[src/rtl/spi_pkg.sv]
// Shared definitions for the SPI register-bus responder: state encoding,
// default command codes and the default SPI mode (CPOL=0 / CPHA=1).
package spi_pkg;

    typedef enum logic [1:0] {
        ST_IDLE = 2'd0,
        ST_CMD  = 2'd1,
        ST_ADDR = 2'd2,
        ST_DATA = 2'd3
    } state_t;

    localparam logic [7:0] CMD_WR_DEF = 8'h02;
    localparam logic [7:0] CMD_RD_DEF = 8'h03;

    localparam logic CPOL_DEF = 1'b0;
    localparam logic CPHA_DEF = 1'b1;

    // Register addresses wrap 8'hFF -> 8'h00 silently.
    function automatic logic [7:0] addr_next(input logic [7:0] addr);
        return addr + 8'd1;
    endfunction

endpackage

[src/rtl/spi_slv_sync.sv]
// Brings the asynchronous SPI pins into the clk_i domain: two-flop
// synchronizers on SCK/CSN/MOSI plus a history flop on SCK and CSN so their
// edges appear as single-cycle pulses. All three pins see the same depth, so
// MOSI is aligned with the SCK edge that qualifies it.
module spi_slv_sync
    import spi_pkg::*;
#(
    parameter logic CPOL = CPOL_DEF
) (
    input  logic clk_i,
    input  logic rst_n,
    input  logic spi_clk_i,
    input  logic spi_csn_i,
    input  logic spi_mosi_i,
    output logic sck_rise,
    output logic sck_fall,
    output logic csn_rise,
    output logic csn_fall,
    output logic csn_lvl,
    output logic mosi
);

    logic sck_p0, sck_p1, sck_p2;
    logic csn_p0, csn_p1, csn_p2;
    logic mosi_p0, mosi_p1;

    // Synchronizer chains; reset to the idle bus levels so no edge is seen
    always_ff @(posedge clk_i or negedge rst_n) begin
        if (!rst_n) begin
            sck_p0  <= CPOL;
            sck_p1  <= CPOL;
            sck_p2  <= CPOL;
            csn_p0  <= 1'b1;
            csn_p1  <= 1'b1;
            csn_p2  <= 1'b1;
            mosi_p0 <= 1'b0;
            mosi_p1 <= 1'b0;
        end else begin
            sck_p0  <= spi_clk_i;
            sck_p1  <= sck_p0;
            sck_p2  <= sck_p1;
            csn_p0  <= spi_csn_i;
            csn_p1  <= csn_p0;
            csn_p2  <= csn_p1;
            mosi_p0 <= spi_mosi_i;
            mosi_p1 <= mosi_p0;
        end
    end

    assign sck_rise = sck_p1 & ~sck_p2;
    assign sck_fall = ~sck_p1 & sck_p2;
    assign csn_rise = csn_p1 & ~csn_p2;
    assign csn_fall = ~csn_p1 & csn_p2;
    assign csn_lvl  = csn_p1;
    assign mosi     = mosi_p1;

endmodule

[src/rtl/slave_spi.sv]
// SPI responder bridging CMD/ADDR/DATA frames onto an 8-bit register bus.
// Write frames issue one reg_wr_o strobe per data byte with auto-increment;
// read frames prefetch reg_rdata_i into the TX shifter one byte ahead.
// Optional feature: define SPI_SLV_MISO_OE_EN to add spi_miso_oe_o for a
// shared MISO line (high only while read data is being shifted out).
module slave_spi
    import spi_pkg::*;
#(
    parameter logic       CPOL   = CPOL_DEF,
    parameter logic       CPHA   = CPHA_DEF,
    parameter logic [7:0] CMD_WR = CMD_WR_DEF,
    parameter logic [7:0] CMD_RD = CMD_RD_DEF
) (
    input  logic       clk_i,
    input  logic       rst_n,
    input  logic       spi_clk_i,
    input  logic       spi_csn_i,
    input  logic       spi_mosi_i,
    output logic       spi_miso_o,
`ifdef SPI_SLV_MISO_OE_EN
    output logic       spi_miso_oe_o,
`endif
    output logic [7:0] reg_addr_o,
    output logic [7:0] reg_wdata_o,
    output logic       reg_wr_o,
    output logic       reg_rd_o,
    input  logic [7:0] reg_rdata_i,
    output logic [7:0] rx_byte_o,
    output logic       rx_vld_o,
    output logic       frame_done_o
);

    logic sck_rise, sck_fall, csn_rise, csn_fall, csn_lvl, mosi;

    spi_slv_sync #(.CPOL(CPOL)) u_sync (
        .clk_i      (clk_i),
        .rst_n      (rst_n),
        .spi_clk_i  (spi_clk_i),
        .spi_csn_i  (spi_csn_i),
        .spi_mosi_i (spi_mosi_i),
        .sck_rise   (sck_rise),
        .sck_fall   (sck_fall),
        .csn_rise   (csn_rise),
        .csn_fall   (csn_fall),
        .csn_lvl    (csn_lvl),
        .mosi       (mosi)
    );

    state_t     state;
    logic [2:0] bit_cnt;
    logic [7:0] rx_shift;
    logic [7:0] cmd;
    logic [7:0] tx;
    logic       miso_q;
    logic       got_byte;
    logic       rd_pend;
    logic       load_pend;

    logic       lead, trail, active;
    logic       sample_evt, drive_evt, done_now;
    logic [7:0] byte_now;
    logic       rd_data, miso_bit;

    assign lead       = CPOL ? sck_fall : sck_rise;
    assign trail      = CPOL ? sck_rise : sck_fall;
    // SCK edges only count inside a frame; IDLE also covers CSN-high time.
    assign active     = (state != ST_IDLE);
    assign sample_evt = active && (CPHA ? trail : lead);
    assign drive_evt  = active && (CPHA ? lead : trail);
    assign byte_now   = {rx_shift[6:0], mosi};
    assign done_now   = sample_evt && (bit_cnt == 3'd7);

    assign rd_data  = (state == ST_DATA) && (cmd == CMD_RD) && !csn_lvl;
    // CPHA=1 drives from a flop updated on the leading edge; CPHA=0 presents
    // the TX MSB directly so the first bit is valid before the first edge.
    assign miso_bit   = CPHA ? miso_q : tx[7];
    assign spi_miso_o = rd_data ? miso_bit : 1'b0;
`ifdef SPI_SLV_MISO_OE_EN
    assign spi_miso_oe_o = rd_data;
`endif

    // Frame FSM, byte assembly, register-bus strobes and TX shifting
    always_ff @(posedge clk_i or negedge rst_n) begin
        if (!rst_n) begin
            state        <= ST_IDLE;
            bit_cnt      <= 3'd0;
            rx_shift     <= 8'd0;
            cmd          <= 8'd0;
            tx           <= 8'd0;
            miso_q       <= 1'b0;
            got_byte     <= 1'b0;
            rd_pend      <= 1'b0;
            load_pend    <= 1'b0;
            reg_addr_o   <= 8'd0;
            reg_wdata_o  <= 8'd0;
            reg_wr_o     <= 1'b0;
            reg_rd_o     <= 1'b0;
            rx_byte_o    <= 8'd0;
            rx_vld_o     <= 1'b0;
            frame_done_o <= 1'b0;
        end else begin
            reg_wr_o     <= 1'b0;
            reg_rd_o     <= 1'b0;
            rx_vld_o     <= 1'b0;
            frame_done_o <= 1'b0;
            // Register file answers one cycle after the request is seen.
            load_pend    <= reg_rd_o;

            if (reg_wr_o)
                reg_addr_o <= addr_next(reg_addr_o);

            if (rd_pend) begin
                rd_pend    <= 1'b0;
                reg_addr_o <= addr_next(reg_addr_o);
                reg_rd_o   <= 1'b1;
            end

            // CPHA=0 skips the drive edge that follows a byte's last sample:
            // the next byte's MSB is already sitting in tx[7].
            if (drive_evt && state == ST_DATA && cmd == CMD_RD &&
                (CPHA || bit_cnt != 3'd0)) begin
                miso_q <= tx[7];
                tx     <= {tx[6:0], 1'b0};
            end

            if (load_pend)
                tx <= reg_rdata_i;

            if (csn_fall) begin
                state    <= ST_CMD;
                bit_cnt  <= 3'd0;
                rx_shift <= 8'd0;
                tx       <= 8'd0;
                miso_q   <= 1'b0;
                got_byte <= 1'b0;
                rd_pend  <= 1'b0;
            end else if (active) begin
                if (sample_evt) begin
                    bit_cnt  <= bit_cnt + 3'd1;
                    rx_shift <= byte_now;
                    if (bit_cnt == 3'd7) begin
                        rx_byte_o <= byte_now;
                        rx_vld_o  <= 1'b1;
                        got_byte  <= 1'b1;
                        case (state)
                            ST_CMD: begin
                                cmd   <= byte_now;
                                state <= ST_ADDR;
                            end
                            ST_ADDR: begin
                                reg_addr_o <= byte_now;
                                reg_rd_o   <= (cmd == CMD_RD);
                                state      <= ST_DATA;
                            end
                            ST_DATA: begin
                                if (cmd == CMD_WR) begin
                                    reg_wdata_o <= byte_now;
                                    reg_wr_o    <= 1'b1;
                                end else if (cmd == CMD_RD) begin
                                    rd_pend <= 1'b1;
                                end
                            end
                            default: state <= ST_IDLE;
                        endcase
                    end
                end
                // A byte finishing in the same cycle still completes above.
                if (csn_rise) begin
                    state <= ST_IDLE;
                    if (done_now || (got_byte && bit_cnt == 3'd0 && !sample_evt))
                        frame_done_o <= 1'b1;
                end
            end
        end
    end

endmodule

[config.mk]
export PLATFORM = sky130hd
export DESIGN_NAME = slave_spi
export DESIGN_NICKNAME = d
export VERILOG_FILES = /design/src/rtl/spi_pkg.sv /design/src/rtl/spi_slv_sync.sv /design/src/rtl/slave_spi.sv
export SDC_FILE = /design/constraint.sdc
export NUM_CORES = 1
export LEC_CHECK = 0
export BUFFER_PORTS_ARGS = -buffer_cell sky130_fd_sc_hd__buf_4
export CORE_ASPECT_RATIO = 1.5
export CORE_MARGIN = 1.5
export CORE_UTILIZATION = 55
export DETAILED_ROUTE_END_ITERATION = 6
export PLACE_DENSITY = 0.8
export SETUP_SLACK_MARGIN = 0.2
export SYNTH_ARGS = -nofsm -noshare
export SYNTH_HDL_FRONTEND = slang
export SYNTH_SLANG_ARGS = --single-unit
[constraint.sdc]
create_clock -name clk_i -period 2.24 [get_ports clk_i]
set_input_delay 0.112 -clock clk_i [delete_from_list [all_inputs] [get_ports clk_i]]
set_output_delay 0.112 -clock clk_i [all_outputs]
set_load 0.005 [all_outputs]
# Yosys cells after proc, flatten, opt, wreduce, memory -nomap -nowiden
# Cells that the tools add are included.
[op_classes]
addsub = 2
multipliers = 0
div = 0
magnitude_cmp = 0
n_eq_ne = 7
shift = 0
mux = 56
n_bitwise = 9
reduce_logical = 27
[op_table]
columns = ["op", "n"]
rows = [
  ["$mux 8", 10],
  ["$mux 1", 34],
  ["$mux 7", 3],
  ["$eq 8x2->1 const B", 2],
  ["$mux 2", 5],
  ["$reduce_bool 2->1", 5],
  ["$logic_and 1x1->1", 9],
  ["$mux 3", 3],
  ["$reduce_bool 3->1", 3],
  ["$add 8x1->8 const B", 1],
  ["$reduce_and 4->1", 2],
  ["$pmux 2 s3", 1],
  ["$reduce_and 6->1", 1],
  ["$not 1->1", 5],
  ["$reduce_and 5->1", 1],
  ["$and 1x1->1", 4],
  ["$eq 2x2->1 const B", 2],
  ["$add 3x1->3 const B", 1],
  ["$eq 3x3->1 const B", 1],
  ["$logic_not 3->1", 1],
  ["$ne 3x3->1 const B", 1],
  ["$reduce_and 3->1", 1],
  ["$eq 2x1->1 const B", 1],
  ["$logic_not 1->1", 2],
  ["other kinds (2)", 2],
]
[word_totals]
register_bits = 68
latch_bits = 0
ram_bits = 0
rom_bits = 0
in_bits = 13
out_inout_bits = 29
mem_count = 0

# Longest topological paths before layout
# Gate-level depths: netlist of the first run.
[depth]
depth_word = 10
ltp_mapped = 8

# Hierarchy
# Synthesis of the first run repeated with hierarchy kept, for this count alone.
[unflattened]
cells_unflattened = 247
area_unflattened_um2 = 2917.8
[by_module_without_submodules]
columns = ["mod", "instances", "cells_per_inst", "area_per_inst_um2"]
rows = [
  ["slave_spi", 1, 235, 2678.8],
  ["spi_slv_sync", 1, 12, 239.0],
]

# Least setup slack after synthesis of the first run
# Ideal clock, no wire load.
[synth_timing]
path_type = "register to register"
start = "register state[1]"
end = "register reg_wdata_o[0]"
arrival_time_ps = 1914
required_time_ps = 2115
path_slack_ps = 201
path_stages_with_launch = 8
path_buffers = 1
cell_sequence = "dfrtp_1 > inv_1 > ha_1 > buf_2 > and4bb_2 > nand2_1 > nor3_4 > mux2_2"
[synth_via]
elab_chain_cells = 3
word_cells_on_any_way = 4
cone_classes = "1 x eq/ne; 3 x reduce/logical"
[synth_rtl]
columns = ["item", "line_no", "source"]
rows = [
  ["from (decl)", "slave_spi.sv:49", "state_t state;"],
  ["from (signal assigned)", "slave_spi.sv:85", "state <= ST_IDLE;"],
  ["from (signal assigned)", "slave_spi.sv:130", "state <= ST_CMD;"],
  ["from (signal assigned)", "slave_spi.sv:148", "state <= ST_ADDR;"],
  ["$reduce_bool 2->1", "slave_spi.sv:67", "assign active = (state != ST_IDLE);"],
  ["$logic_and 1x1->1", "slave_spi.sv:68", "assign sample_evt = active && (CPHA ? trail : lead);"],
  ["$reduce_and 6->1 (no line) (*)", "n/a", ""],
  ["to (signal assigned)", "slave_spi.sv:157", "reg_wdata_o <= byte_now;"],
  ["to (decl)", "slave_spi.sv:24", "output logic [7:0] reg_wdata_o,"],
]
# Every way passes the cells marked *; elsewhere a longest branch is shown, timed or not.
# A chain may end at the register's enable or synchronous reset.

# Final worst setup path of the first run
[layout_timing]
start = "register cmd[0]"
end = "register reg_wdata_o[1]"
[layout_via]
elab_chain_cells = 2
[layout_rtl]
columns = ["item", "line_no", "source"]
rows = [
  ["from (decl)", "slave_spi.sv:52", "logic [7:0] cmd;"],
  ["from (signal assigned)", "slave_spi.sv:147", "cmd <= byte_now;"],
  ["$eq 8x2->1", "slave_spi.sv:156", "if (cmd == CMD_WR) begin"],
  ["$reduce_and 6->1 (no line)", "n/a", ""],
]
# Every way passes these cells.

==> results of run 1 <==
[report_power, final]
group | internal [W] | leakage, nW | total, W | switching (W)
sequential | 0.00127 | 0.924 | 0.00132 | 0.0000455
clock | 0.000544 | 0.106 | 0.000988 | 0.000444
combinational | 0.000156 | 0.877 | 0.000354 | 0.000199
total | 0.00197 | 1.91 | 0.00266 | 0.000688
[timing repair]
item                                   4_1_cts  5_1_grt
resized for setup                            1        4
buffers inserted                             0        3
hold buffers                                 4        0
setup endpoints to repair                   10       34
endpoints found under the hold margin       68        0
pin swaps                                    1        0
[flip-flops by register name (all words and copies together), names as in the netlist, 2 cells and up]
signal	count
rx_shift	7
state	2
tx	8
bit_cnt	3
rx_byte_o	8
reg_addr_o	8
cmd	8
reg_wdata_o	8
[final timing paths]
check / to / cells past startpoint / start
setup / recovery: reg_wdata_o[1] / 4 / cmd[0]
max in group asynchronous: tx[3] / 2 / rst_n
setup reg to reg: reg_wdata_o[1] / 4 / cmd[0]
min in group asynchronous: u_sync.sck_p0 / 2 / rst_n
hold reg to reg: u_sync.sck_p1 / 0 / u_sync.sck_p0
hold / removal: tx[0] / 3 / reg_rdata_i[0]
[worst register-to-register path: cells and delay by family (launching register included)]
family / cells / cell delay [ns]
AND/OR/NAND/NOR: 2 / 0.98
flip-flops: 1 / 0.39
multiplexers: 1 / 0.33
buffers and inverters: 1 / 0.15
[final cells by class]
cell class                      count  area share
Inverter                           12      0.0123
Clock buffer                       10      0.0376
Clock inverter                      6      0.0171
Timing Repair Buffer               57       0.123
Multi-Input combinational cell    173       0.321
Sequential cell                    68       0.466
Tap cell                           68      0.0232
[per-stage QoR]
step           instances  setup slack, ns
2_1_floorplan        260            0.201
3_3_place_gp         371            0.245
3_5_place_dp         371            0.211
4_1_cts              391            0.210
5_1_grt              394            0.199
6_report             394            0.266
[cell families (layout without fill, tap and decap cells)]
logic type,after synthesis,after routing,synth area share
multiplexers,31,31,0.116
adder cells (fa/ha/maj),10,10,0.0428
AND/OR/NAND/NOR,94,94,0.149
buffers and inverters,19,85,0.0248
XOR/XNOR,7,7,0.0209
AO/OA/AOI/OAI,31,31,0.0637
flip-flops,68,68,0.583
[per-layer routing]
layer / routed length [µm] / GRT usage / vias to the layer above / share of wire
met3: 189 / 0.0535 / 9 / 0.033
met2: 3010 / 0.367 / 46 / 0.53
met1: 2350 / 0.270 / 1032 / 0.42
met5: 0 / 0 / - / 0
met4: 101 / 0.100 / 0 / 0.018
li1: - / - / 1002 / -
[cell usage in the layout, fill, tap and decap left out, types with 2 or more instances in the layout]
cell type      Yosys  final
a21oi_1           19     19
buf_4              0     52
clkbuf_8           0     10
clkinv_2           0      3
dfrtp_1           65     65
dfstp_2            3      3
dlygate4sd3_1      0      4
ha_1              10     10
inv_1             11     11
mux2_2            23     23
mux2i_1            8      8
nand2_1           52     51
nand3_1            3      2
nor2_1            22     22
nor3_1             2      2
nor3b_1            3      3
o2111ai_1          2      2
o21ai_0            3      3
xnor2_1            4      4
xor2_1             3      3
==> reports/summary.json, run 1 <==
{
  "gr-total-overflow": {"value": 0},
  "clock_skew": {"value": 0.00914, "unit": "ns"},
  "setup_violations": {"value": 0},
  "finalMaxSlewViolations": {"value": 0},
  "finalHoldViolations": {"value": 0},
  "area_delta_synth_final": {"value": 25.1, "unit": "%"},
  "post_synth_edffs": {"value": 0},
  "synth.yosys.warnings": {"value": 0},
  "grt_max_degree": {"value": 69},
  "drt_first_iter_violations": {"value": 80},
  "worstSetupPathType": {"value": "reg2reg"},
  "multi_input_area": {"value": 0.00117, "unit": "mm²"},
  "grt_use_total": {"value": 0.220},
  "grt_setup_unrepaired": {"value": "false"},
  "instance_area_after_placement": {"value": 0.00337, "unit": "mm²"},
  "via_count": {"value": 2089},
  "input_output_buffers": {"value": 41},
  "cp_delay_by_family_top": {"value": "simple AND/OR/NAND/NOR gates"},
  "worst-r2r-setup-slack": {"value": 0.27, "unit": "ns"},
  "antenna_violations_before_repair": {"value": 0},
  "synth.area.top_cells": {"value": "dfrtp_1 56%, mux2_2 8.8%, nand2_1 6.7%, ha_1 4.3%, a21oi_1 3.2%"},
  "tightest_slew": {"value": 0.828, "unit": "ns"},
  "clockRootBuffer": {"value": "clkbuf_8"},
  "timing.critical_path.required": {"value": 2.46, "unit": "ns"},
  "worst_slew_margin_rel": {"value": 0.448},
  "design.die.area": {"value": 0.00578, "unit": "mm²"},
  "core": {"value": 0.00512, "unit": "mm²"},
  "postLayoutCoreUtil": {"value": 0.714},
  "route.detailed.vias_per_inst": {"value": 5.30},
  "tritoncts": {"value": "yes"},
  "crit_path_start_kind": {"value": "register"},
  "path_cells": {"value": "or4b_2 -> nor3_4 -> buf_12 -> mux2_2"},
  "layout_worst_path_cycle_share": {"value": 0.881},
  "antenna_cells": {"value": 0},
  "static_leakage": {"value": 1.91, "unit": "nW"},
  "share_of_synthesized_registers_carrying_an_async_set_or_reset": {"value": 1.00},
  "post-route-cell-area": {"value": 0.00366, "unit": "mm²"},
  "avgSynthCellArea": {"value": 11.3, "unit": "µm²"},
  "die_h": {"value": 92.3, "unit": "µm"},
  "nFillCells": {"value": 400},
  "firstDrtPassIters": {"value": 4},
  "numCtsBuffers": {"value": 9},
  "synth.yosys.seq_area_share": {"value": 0.583},
  "dp_hpwl": {"value": 3830, "unit": "µm"},
  "crit_fanout": {"value": 8},
  "boundaryPins": {"value": 42},
  "postSynthRegisterBits": {"value": 68},
  "hp-class": {"value": "in2reg"},
  "crit_path_end_kind": {"value": "register"},
  "ff_latch_area": {"value": 0.00171, "unit": "mm²"},
  "fin_total_pwr": {"value": 0.00266, "unit": "W"},
  "gp_routability_congestion": {"value": 0.833},
  "core_rows": {"value": 32},
  "arrival_time_at_the_worst_endpoint": {"value": 2.19, "unit": "ns"},
  "routed_length_per_placed_instance": {"value": 14.3, "unit": "µm"},
  "critical_path.n_buffers_inverters": {"value": 1},
  "outcome": {"value": "complete, no violations"},
  "bufs_on_longest_clock_path": {"value": 2},
  "grt_pass1_vias": {"value": 2042},
  "synth-main-ff-cell": {"value": "dfrtp_1"},
  "synth.top_cells.by_count": {"value": "65 x dfrtp_1, 52 x nand2_1, 23 x mux2_2"},
  "synth.distinct_cells": {"value": 38},
  "max_cap_viol_count": {"value": 0},
  "tns": {"value": 0, "unit": "ns"},
  "period_minus_slack": {"value": 1.97, "unit": "ns"},
  "ctsHtreeMaxLevel": {"value": 3},
  "final_nets": {"value": 344},
  "cpPeakStageDelay": {"value": 0.73, "unit": "ns"},
  "detail_route.wirelength": {"value": 5650, "unit": "µm"},
  "netlist_instances": {"value": 260},
  "clkLatencyLatePin": {"value": 0.34, "unit": "ns"},
  "power_density_over_the_cells": {"value": 727, "unit": "mW/mm²"},
  "synth_top_area_share": {"value": 0.556},
  "mappedNetlistArea": {"value": 0.00293, "unit": "mm²"},
  "drive_gt1_frac": {"value": 0.322},
  "worst_ir_drop_vdd": {"value": 0.000802, "unit": "V"},
  "post-synth-top-area-cell": {"value": "dfrtp_1"},
  "clk_pin_slew": {"value": 0.07, "unit": "ns"},
  "initial_core_util": {"value": 0.571},
  "number_of_sinks_on_the_clock_net": {"value": 68},
  "postSynthNetCount": {"value": 283},
  "die_w": {"value": 62.6, "unit": "µm"},
  "postRouteAntennaNets": {"value": 0},
  "grt_pass1_wl": {"value": 9600, "unit": "µm"},
  "achievable-frequency": {"value": 507, "unit": "MHz"},
  "finalHoldWorstSlack": {"value": 0.0358, "unit": "ns"},
  "drt_drc_violations_left": {"value": 0},
  "crit_slowest_cell": {"value": "or4b_2"},
  "post-synth-top-count-cell": {"value": "dfrtp_1"}
}
(Power assumes the default switching activity.)
==> run 2, diff against run 1 <==
--- a/config.mk
+++ b/config.mk
@@ -5,12 +5,12 @@
 export SDC_FILE = /design/constraint.sdc
 export NUM_CORES = 1
 export LEC_CHECK = 0
-export BUFFER_PORTS_ARGS = -buffer_cell sky130_fd_sc_hd__buf_4
 export CORE_ASPECT_RATIO = 1.5
 export CORE_MARGIN = 1.5
 export CORE_UTILIZATION = 55
 export DETAILED_ROUTE_END_ITERATION = 6
-export PLACE_DENSITY = 0.8
+export DONT_BUFFER_PORTS = 1
+export PLACE_DENSITY = 0.76
 export SETUP_SLACK_MARGIN = 0.2
 export SYNTH_ARGS = -nofsm -noshare
 export SYNTH_HDL_FRONTEND = slang
==> constraint.sdc (replaced) <==
create_clock -name clk_i -period 1.6 [get_ports clk_i]
set_input_delay 0.08 -clock clk_i [delete_from_list [all_inputs] [get_ports clk_i]]
set_output_delay 0.08 -clock clk_i [all_outputs]
set_load 0.005 [all_outputs]
==> reports/summary.json, run 2 (synthesis results as in run 1) <==
{
  "outcome": {"value": "complete, but fails checks"},
  "failing_checks": {"value": "hold timing, setup timing"},
  "design.die.area": {"value": 0.00578, "unit": "mm²", "change": "unchanged"},
  "boundaryPins": {"value": 42, "change": "unchanged"},
  "period_minus_slack": {"value": 1.91, "unit": "ns", "change": "-0.0604 ns"},
  "layout_worst_path_cycle_share": {"value": 1.20, "change": "+0.315"},
  "crit_fanout": {"value": 8, "change": "unchanged"},
  "finalHoldViolations": {"value": 68, "change": "+68"},
  "core": {"value": 0.00512, "unit": "mm²", "change": "unchanged"},
  "achievable-frequency": {"value": 523, "unit": "MHz", "change": "+3.2%"},
  "crit_path_end_kind": {"value": "register"},
  "final_nets": {"value": 344, "change": "unchanged"},
  "tightest_slew": {"value": 0.499, "unit": "ns", "change": "-0.329 ns"},
  "grt_max_degree": {"value": 69, "change": "unchanged"},
  "worst_ir_drop_vdd": {"value": 0.000855, "unit": "V", "change": "+6.6%"},
  "cp-startpoint": {"value": "cmd[3]"},
  "tritoncts": {"value": "yes"},
  "drt_drc_violations_left": {"value": 0, "change": "unchanged"},
  "grt_pass1_vias": {"value": 2344, "change": "+15%"},
  "finalMaxSlewViolations": {"value": 0, "change": "unchanged"},
  "max_cap_viol_count": {"value": 0, "change": "unchanged"},
  "die_w": {"value": 62.6, "unit": "µm", "change": "unchanged"},
  "antenna_cells": {"value": 0, "change": "unchanged"},
  "r2r_endpoint": {"value": "reg_wdata_o[2]"},
  "input_output_buffers": {"value": 0, "change": "-100%"},
  "cts_hold_buf": {"value": 4, "change": "unchanged"},
  "postLayoutCoreUtil": {"value": 0.791, "change": "+0.0764"},
  "dp_hpwl": {"value": 3790, "unit": "µm", "change": "-0.89%"},
  "clock_skew": {"value": 0.00883, "unit": "ns", "change": "-0.000307 ns"},
  "power_density_over_the_cells": {"value": 1030, "unit": "mW/mm²", "change": "+42%"},
  "gr-total-overflow": {"value": 0, "change": "unchanged"},
  "crit_slowest_cell": {"value": "or4b_4"},
  "bufs_on_longest_clock_path": {"value": 2, "change": "unchanged"},
  "crit_reg_reg_startpoint": {"value": "cmd[3]"},
  "finalHoldWorstSlack": {"value": -0.594, "unit": "ns", "change": "-0.630 ns"},
  "critPathCapture": {"value": "reg_wdata_o[2]"},
  "worst_slew_margin_rel": {"value": 0.667, "change": "+0.219"},
  "critical_path.n_buffers_inverters": {"value": 2, "change": "+1"},
  "routed_length_per_placed_instance": {"value": 19.2, "unit": "µm", "change": "+34%"},
  "crit_path_start_kind": {"value": "register"},
  "drive_gt1_frac": {"value": 0.429, "change": "+0.107"},
  "arrival_time_at_the_worst_endpoint": {"value": 2.16, "unit": "ns", "change": "-0.03 ns"},
  "clk_pin_slew": {"value": 0.08, "unit": "ns", "change": "about the same"},
  "core_rows": {"value": 32, "change": "unchanged"},
  "hp-class": {"value": "in2async"},
  "worst-r2r-setup-slack": {"value": -0.31, "unit": "ns", "change": "-0.58 ns"},
  "die_h": {"value": 92.3, "unit": "µm", "change": "unchanged"},
  "path_length_in_cells_of_the_critical_path": {"value": 5, "change": "+1"},
  "postRouteAntennaNets": {"value": 0, "change": "unchanged"},
  "cpPeakStageDelay": {"value": 0.53, "unit": "ns", "change": "-0.20 ns"},
  "grt_pass1_wl": {"value": 11500, "unit": "µm", "change": "+20%"},
  "antenna_violations_before_repair": {"value": 0, "change": "unchanged"},
  "initial_core_util": {"value": 0.571, "change": "unchanged"},
  "clockRootBuffer": {"value": "clkbuf_8"},
  "cp_delay_by_family_top": {"value": "simple AND/OR/NAND/NOR gates"},
  "detail_route.wirelength": {"value": 7560, "unit": "µm", "change": "+34%"},
  "via_count": {"value": 2205, "change": "+5.6%"},
  "ctsHtreeMaxLevel": {"value": 3, "change": "unchanged"},
  "route.detailed.vias_per_inst": {"value": 5.60, "change": "+5.6%"},
  "grt_setup_unrepaired": {"value": "true"},
  "drt_first_iter_violations": {"value": 107, "change": "+34%"},
  "numCtsBuffers": {"value": 9, "change": "unchanged"},
  "tns": {"value": -9.70, "unit": "ns", "change": "-9.70 ns"},
  "number_of_sinks_on_the_clock_net": {"value": 68, "change": "unchanged"},
  "grt_use_total": {"value": 0.269, "change": "+0.0491"},
  "final_common_cell": {"value": "dfrtp_1"},
  "gp_routability_congestion": {"value": 0.823, "change": "-1.3%"},
  "worstSetupPathType": {"value": "reg2reg"},
  "setup_ws": {"value": -0.313, "unit": "ns", "change": "-0.580 ns"},
  "area_delta_synth_final": {"value": 38.5, "unit": "%"},
  "static_leakage": {"value": 1.99, "unit": "nW", "change": "+4.3%"},
  "setup_violations": {"value": 49, "change": "+49"},
  "clkLatencyLatePin": {"value": 0.36, "unit": "ns", "change": "+0.02 ns"},
  "most-common-layout-cells": {"value": "65 x dfrtp_1, 35 x nand2_1, 32 x buf_4"},
  "path_cells": {"value": "buf_4 -> or4b_4 -> nor3_4 -> buf_12 -> mux2_4"},
  "timing.critical_path.required": {"value": 1.84, "unit": "ns", "change": "-0.62 ns"},
  "cell_depth_of_the_worst_flop_to_flop_path": {"value": 5, "change": "+1"},
  "firstDrtPassIters": {"value": 4, "change": "unchanged"}
}
run 2: changes by cell type in the layout (fill, tap and decap cells not counted), moves of 4 or more:
| cell | change |
|---|---|
| nand2_1 | -16 |
| mux2_4 | +23 |
| buf_6 | +16 |
| buf_4 | -20 |
| nor2_2 | +4 |
| nor2_1 | -4 |
| mux2_2 | -23 |
| ha_1 | -4 |
| nand2_2 | +13 |
run 2: routing by layer:
| layer | track usage | routed length [µm] |
|---|---|---|
| met3 | 0.0450 | 347 |
| met2 | 0.476 | 4140 |
| met1 | 0.304 | 2770 |
| met5 | 0 | 0 |
| met4 | 0.157 | 301 |
run 2: cell type report:
cell class              count  area, µm²
flip-flops and latches     68       1710
multi-input cells         173       1420
fillers                   293       1070
repair buffers             57        568
clock buffers               9        124
clock inverters             7       98.8
well taps                  68       85.1
inverters                  12       47.5
run 2: where the power goes:
group / total, W / switching [W] / leakage, nW / internal (W)
Clock: 0.00160 / 0.000715 / 0.110 / 0.000887
Sequential: 0.00185 / 0.0000663 / 0.924 / 0.00178
Combinational: 0.000734 / 0.000356 / 0.955 / 0.000378
Total: 0.00418 / 0.00114 / 1.99 / 0.00305
run 2: worst min path at each step:
stage,end,depth (start not counted)
2_1_floorplan,bit_cnt[0],0
3_3_place_gp,u_sync.sck_p0,0
3_5_place_dp,frame_done_o,0
4_1_cts,cmd[6],0
5_1_grt,u_sync.sck_p2,0
6_report,u_sync.sck_p2,0
run 2: worst register-to-register path, stage by stage (launching register included):
cell and delay [ns]:
dfrtp_1 0.43, buf_4 0.15, or4b_4 0.53, nor3_4 0.21, buf_12 0.18, mux2_4 0.31
run 2: what timing repair did:
item	CTS	global route
gates resized for setup	64	26
hold endpoints to repair	72	68
setup buffers	11	8
cloned	4	1
endpoints found under the setup margin	59	60
pin swaps	11	15
run 2: stage by stage:
| step | hold slack (ns) | cell area (µm²) | cells | setup slack (ns) | total power, W |
|---|---|---|---|---|---|
| CTS | -0.593 | 3870 | 385 | -0.211 | 0.00409 |
| global placement | -0.214 | 3250 | 350 | -0.163 | 0.00235 |
| finish | -0.594 | 4050 | 394 | -0.313 | 0.00418 |
| global route | -0.606 | 4050 | 394 | -0.389 | 0.00433 |
| detailed placement | -0.214 | 3250 | 350 | -0.207 | 0.00236 |
| floorplan | -0.216 | 2970 | 260 | -0.316 | 0.00216 |
==> run 3, diff against run 2 <==
--- a/config.mk
+++ b/config.mk
@@ -8,9 +8,11 @@
 export CORE_ASPECT_RATIO = 1.5
 export CORE_MARGIN = 1.5
 export CORE_UTILIZATION = 55
+export CTS_CLUSTER_SIZE = 12
 export DETAILED_ROUTE_END_ITERATION = 6
 export DONT_BUFFER_PORTS = 1
 export PLACE_DENSITY = 0.76
+export REMOVE_ABC_BUFFERS = 1
 export SETUP_SLACK_MARGIN = 0.2
 export SYNTH_ARGS = -nofsm -noshare
 export SYNTH_HDL_FRONTEND = slang
==> reports/summary.json, run 3 (synthesis results as in run 1) <==
{
  "setup_ws": {"value": -0.248, "unit": "ns", "change": "+0.0654 ns"},
  "route.detailed.vias_per_inst": {"value": 5.74, "change": "+2.7%"},
  "grt_max_degree": {"value": 69, "change": "unchanged"},
  "final_nets": {"value": 342, "change": "-0.58%"},
  "crit_fanout": {"value": 4, "change": "-4"},
  "area_delta_synth_final": {"value": 46.4, "unit": "%"},
  "number_of_sinks_on_the_clock_net": {"value": 68, "change": "unchanged"},
  "p_int": {"value": 0.00337, "unit": "W", "change": "+11%"},
  "firstDrtPassIters": {"value": 4, "change": "unchanged"},
  "gr-total-overflow": {"value": 0, "change": "unchanged"},
  "die_w": {"value": 62.6, "unit": "µm", "change": "unchanged"},
  "arrival_time_at_the_worst_endpoint": {"value": 2.10, "unit": "ns", "change": "-0.06 ns"},
  "grtUsageMet3": {"value": 0.0826, "change": "+0.0377"},
  "tritoncts": {"value": "yes"},
  "seq_power_share": {"value": 0.406, "change": "-0.036"},
  "finalHoldWorstSlack": {"value": -0.601, "unit": "ns", "change": "-0.00691 ns"},
  "numCtsBuffers": {"value": 9, "change": "unchanged"},
  "design.die.area": {"value": 0.00578, "unit": "mm²", "change": "unchanged"},
  "final_common_cell": {"value": "dfrtp_1"},
  "timing.critical_path.required": {"value": 1.85, "unit": "ns", "change": "about the same"},
  "core_rows": {"value": 32, "change": "unchanged"},
  "setup_violations": {"value": 59, "change": "+20%"},
  "crit_path_end_kind": {"value": "register"},
  "total_switching_power": {"value": 0.00119, "unit": "W", "change": "+4.8%"},
  "layout_worst_path_cycle_share": {"value": 1.15, "change": "-0.0409"},
  "failing_checks": {"value": "hold timing, setup timing"},
  "grt_pass1_vias": {"value": 2546, "change": "+8.6%"},
  "postLayoutCoreUtil": {"value": 0.836, "change": "+0.0454"},
  "most-common-layout-cells": {"value": "65 x dfrtp_1, 26 x nand2_1, 26 x buf_4"},
  "multi_input_area": {"value": 0.00160, "unit": "mm²", "change": "+12%"},
  "nFillCells": {"value": 250, "change": "-15%"},
  "dpl.cell_count": {"value": 349, "change": "-0.29%"},
  "tns": {"value": -8.68, "unit": "ns", "change": "+1.02 ns"},
  "die_h": {"value": 92.3, "unit": "µm", "change": "unchanged"},
  "boundaryPins": {"value": 42, "change": "unchanged"},
  "drt_first_iter_violations": {"value": 162, "change": "+51%"},
  "layout.cells.non_filler": {"value": 392, "change": "-0.51%"},
  "combinational_share_of_power": {"value": 0.194, "change": "+0.019"},
  "switching_share_of_power": {"value": 0.261, "change": "-0.0106"},
  "grt-busiest-layer": {"value": "met2"},
  "antenna_violations_before_repair": {"value": 0, "change": "unchanged"},
  "worst_slew_margin_rel": {"value": 0.727, "change": "+0.0595"},
  "clkPwrFrac": {"value": 0.400, "change": "+0.017"},
  "outcome": {"value": "complete, but fails checks"},
  "finalHoldViolations": {"value": 68, "change": "unchanged"},
  "finalMaxSlewViolations": {"value": 0, "change": "unchanged"},
  "groute.layer.met2.usage": {"value": 0.495, "change": "+0.0188"},
  "ctsHtreeMaxLevel": {"value": 3, "change": "unchanged"},
  "clkLatencyLatePin": {"value": 0.37, "unit": "ns", "change": "about the same"},
  "max_cap_viol_count": {"value": 0, "change": "unchanged"},
  "input_output_buffers": {"value": 0, "change": "unchanged"},
  "period_minus_slack": {"value": 1.85, "unit": "ns", "change": "-0.0654 ns"},
  "static_leakage": {"value": 2.04, "unit": "nW", "change": "+2.6%"},
  "dp_hpwl": {"value": 3880, "unit": "µm", "change": "+2.2%"},
  "clk_pin_slew": {"value": 0.08, "unit": "ns", "change": "about the same"},
  "crit_path_start_kind": {"value": "register"},
  "postRouteAntennaNets": {"value": 0, "change": "unchanged"},
  "initial_core_util": {"value": 0.571, "change": "unchanged"},
  "core": {"value": 0.00512, "unit": "mm²", "change": "unchanged"},
  "detail_route.wirelength": {"value": 8330, "unit": "µm", "change": "+10%"},
  "clock_skew": {"value": 0.0161, "unit": "ns", "change": "+0.00727 ns"},
  "power_density_over_the_cells": {"value": 1060, "unit": "mW/mm²", "change": "+3.1%"},
  "cts_hold_buf": {"value": 4, "change": "unchanged"},
  "clockRootBuffer": {"value": "clkbuf_8"},
  "hp-class": {"value": "in2async"},
  "drive_gt1_frac": {"value": 0.519, "change": "+0.0891"},
  "grtUsageMet1": {"value": 0.304, "change": "+0.000906"},
  "grt_use_total": {"value": 0.291, "change": "+0.0222"},
  "tightest_slew": {"value": 0.410, "unit": "ns", "change": "-0.0893 ns"},
  "worstSetupPathType": {"value": "reg2reg"},
  "antenna_cells": {"value": 0, "change": "unchanged"},
  "worst_ir_drop_vdd": {"value": 0.000992, "unit": "V", "change": "+16%"},
  "via_count": {"value": 2252, "change": "+2.1%"},
  "grt_setup_unrepaired": {"value": "true"},
  "gp_routability_congestion": {"value": 0.768, "change": "-6.6%"},
  "bufs_on_longest_clock_path": {"value": 2, "change": "unchanged"},
  "grt_pass1_wl": {"value": 12500, "unit": "µm", "change": "+8.3%"},
  "achievable-frequency": {"value": 541, "unit": "MHz", "change": "+3.5%"},
  "ff_latch_area": {"value": 0.00171, "unit": "mm²", "change": "unchanged"},
  "drt_drc_violations_left": {"value": 0, "change": "unchanged"},
  "routed_length_per_placed_instance": {"value": 21.3, "unit": "µm", "change": "+11%"},
  "pre_cts_slack": {"value": -0.322, "unit": "ns", "change": "-0.115 ns"}
}
==> run 3: cell types whose count changed in the layout (fill, tap and decap cells not counted), moves of 2 or more <==
cell      delta
nand2_1      -9
a21oi_2     +16
nor2_4       +8
nand2_4      +7
nor2_2       -2
clkbuf_8     +2
buf_4        -6
a21oi_1     -16
nor2_1       -6
buf_6        +2
nand2_2      +2
==> run 3: critical path: stages (launching register included) <==
cell and delay [ns]:
dfrtp_1 0.43, or4b_4 0.57, nor3_4 0.24, buf_6 0.17
mux2_4 0.31
==> run 3: worst paths after layout <==
check / start / end / slack, ns / cells after the start
min reg2reg: u_sync.mosi_p0 / u_sync.mosi / 0.35 / 0
max reg2reg: cmd[3] / reg_wdata_o[1] / -0.25 / 4
max in group asynchronous: rst_n / u_sync.csn_p2 / 1.97 / 0
min: rst_n / reg_addr_o[0] / -0.60 / 0
min in group clk_i: reg_rdata_i[5] / tx[5] / 0.02 / 3
max: cmd[3] / reg_wdata_o[1] / -0.25 / 4
==> run 3: power groups by stage <==
stage	Sequential [W]	Clock, W	Combinational [W]
after floorplan	0.00186	0	0.000245
after global placement	0.00186	0	0.000451
after detailed placement	0.00186	0	0.000454
after CTS	0.00184	0.00180	0.000799
after global routing	0.00186	0.00190	0.000946
final	0.00185	0.00182	0.000886
==> run 3: area by class of cell <==
| class | instances | area share |
|---|---|---|
| flip-flops and latches | 68 | 0.398 |
| inverters | 12 | 0.0123 |
| well taps | 68 | 0.0199 |
| multi-input cells | 173 | 0.374 |
| clock inverters | 5 | 0.0248 |
| clock buffers | 11 | 0.0353 |
| repair buffers | 55 | 0.136 |
==> run 3: repair_timing <==
item / CTS / global route
gates resized for setup: 109 / 39
pin swaps: 26 / 15
setup endpoints to repair: 60 / 60
hold endpoints to repair: 72 / 68
cloned: 3 / 0
setup buffers: 14 / 6
==> run 3: through the flow <==
stage	total power [W]	area [µm²]	hold WS [ns]
after global routing	0.00470	4290	-0.612
after global placement	0.00231	3210	-0.214
after floorplan	0.00211	2900	-0.216
after CTS	0.00444	4070	-0.595
final	0.00456	4290	-0.601
after detailed placement	0.00232	3210	-0.215
==> run 3: layer usage <==
metal	vias up	wire length [µm]
li1	988	-
met1	1150	3070
met2	83	4560
met3	31	320
met4	0	382
met5	-	0
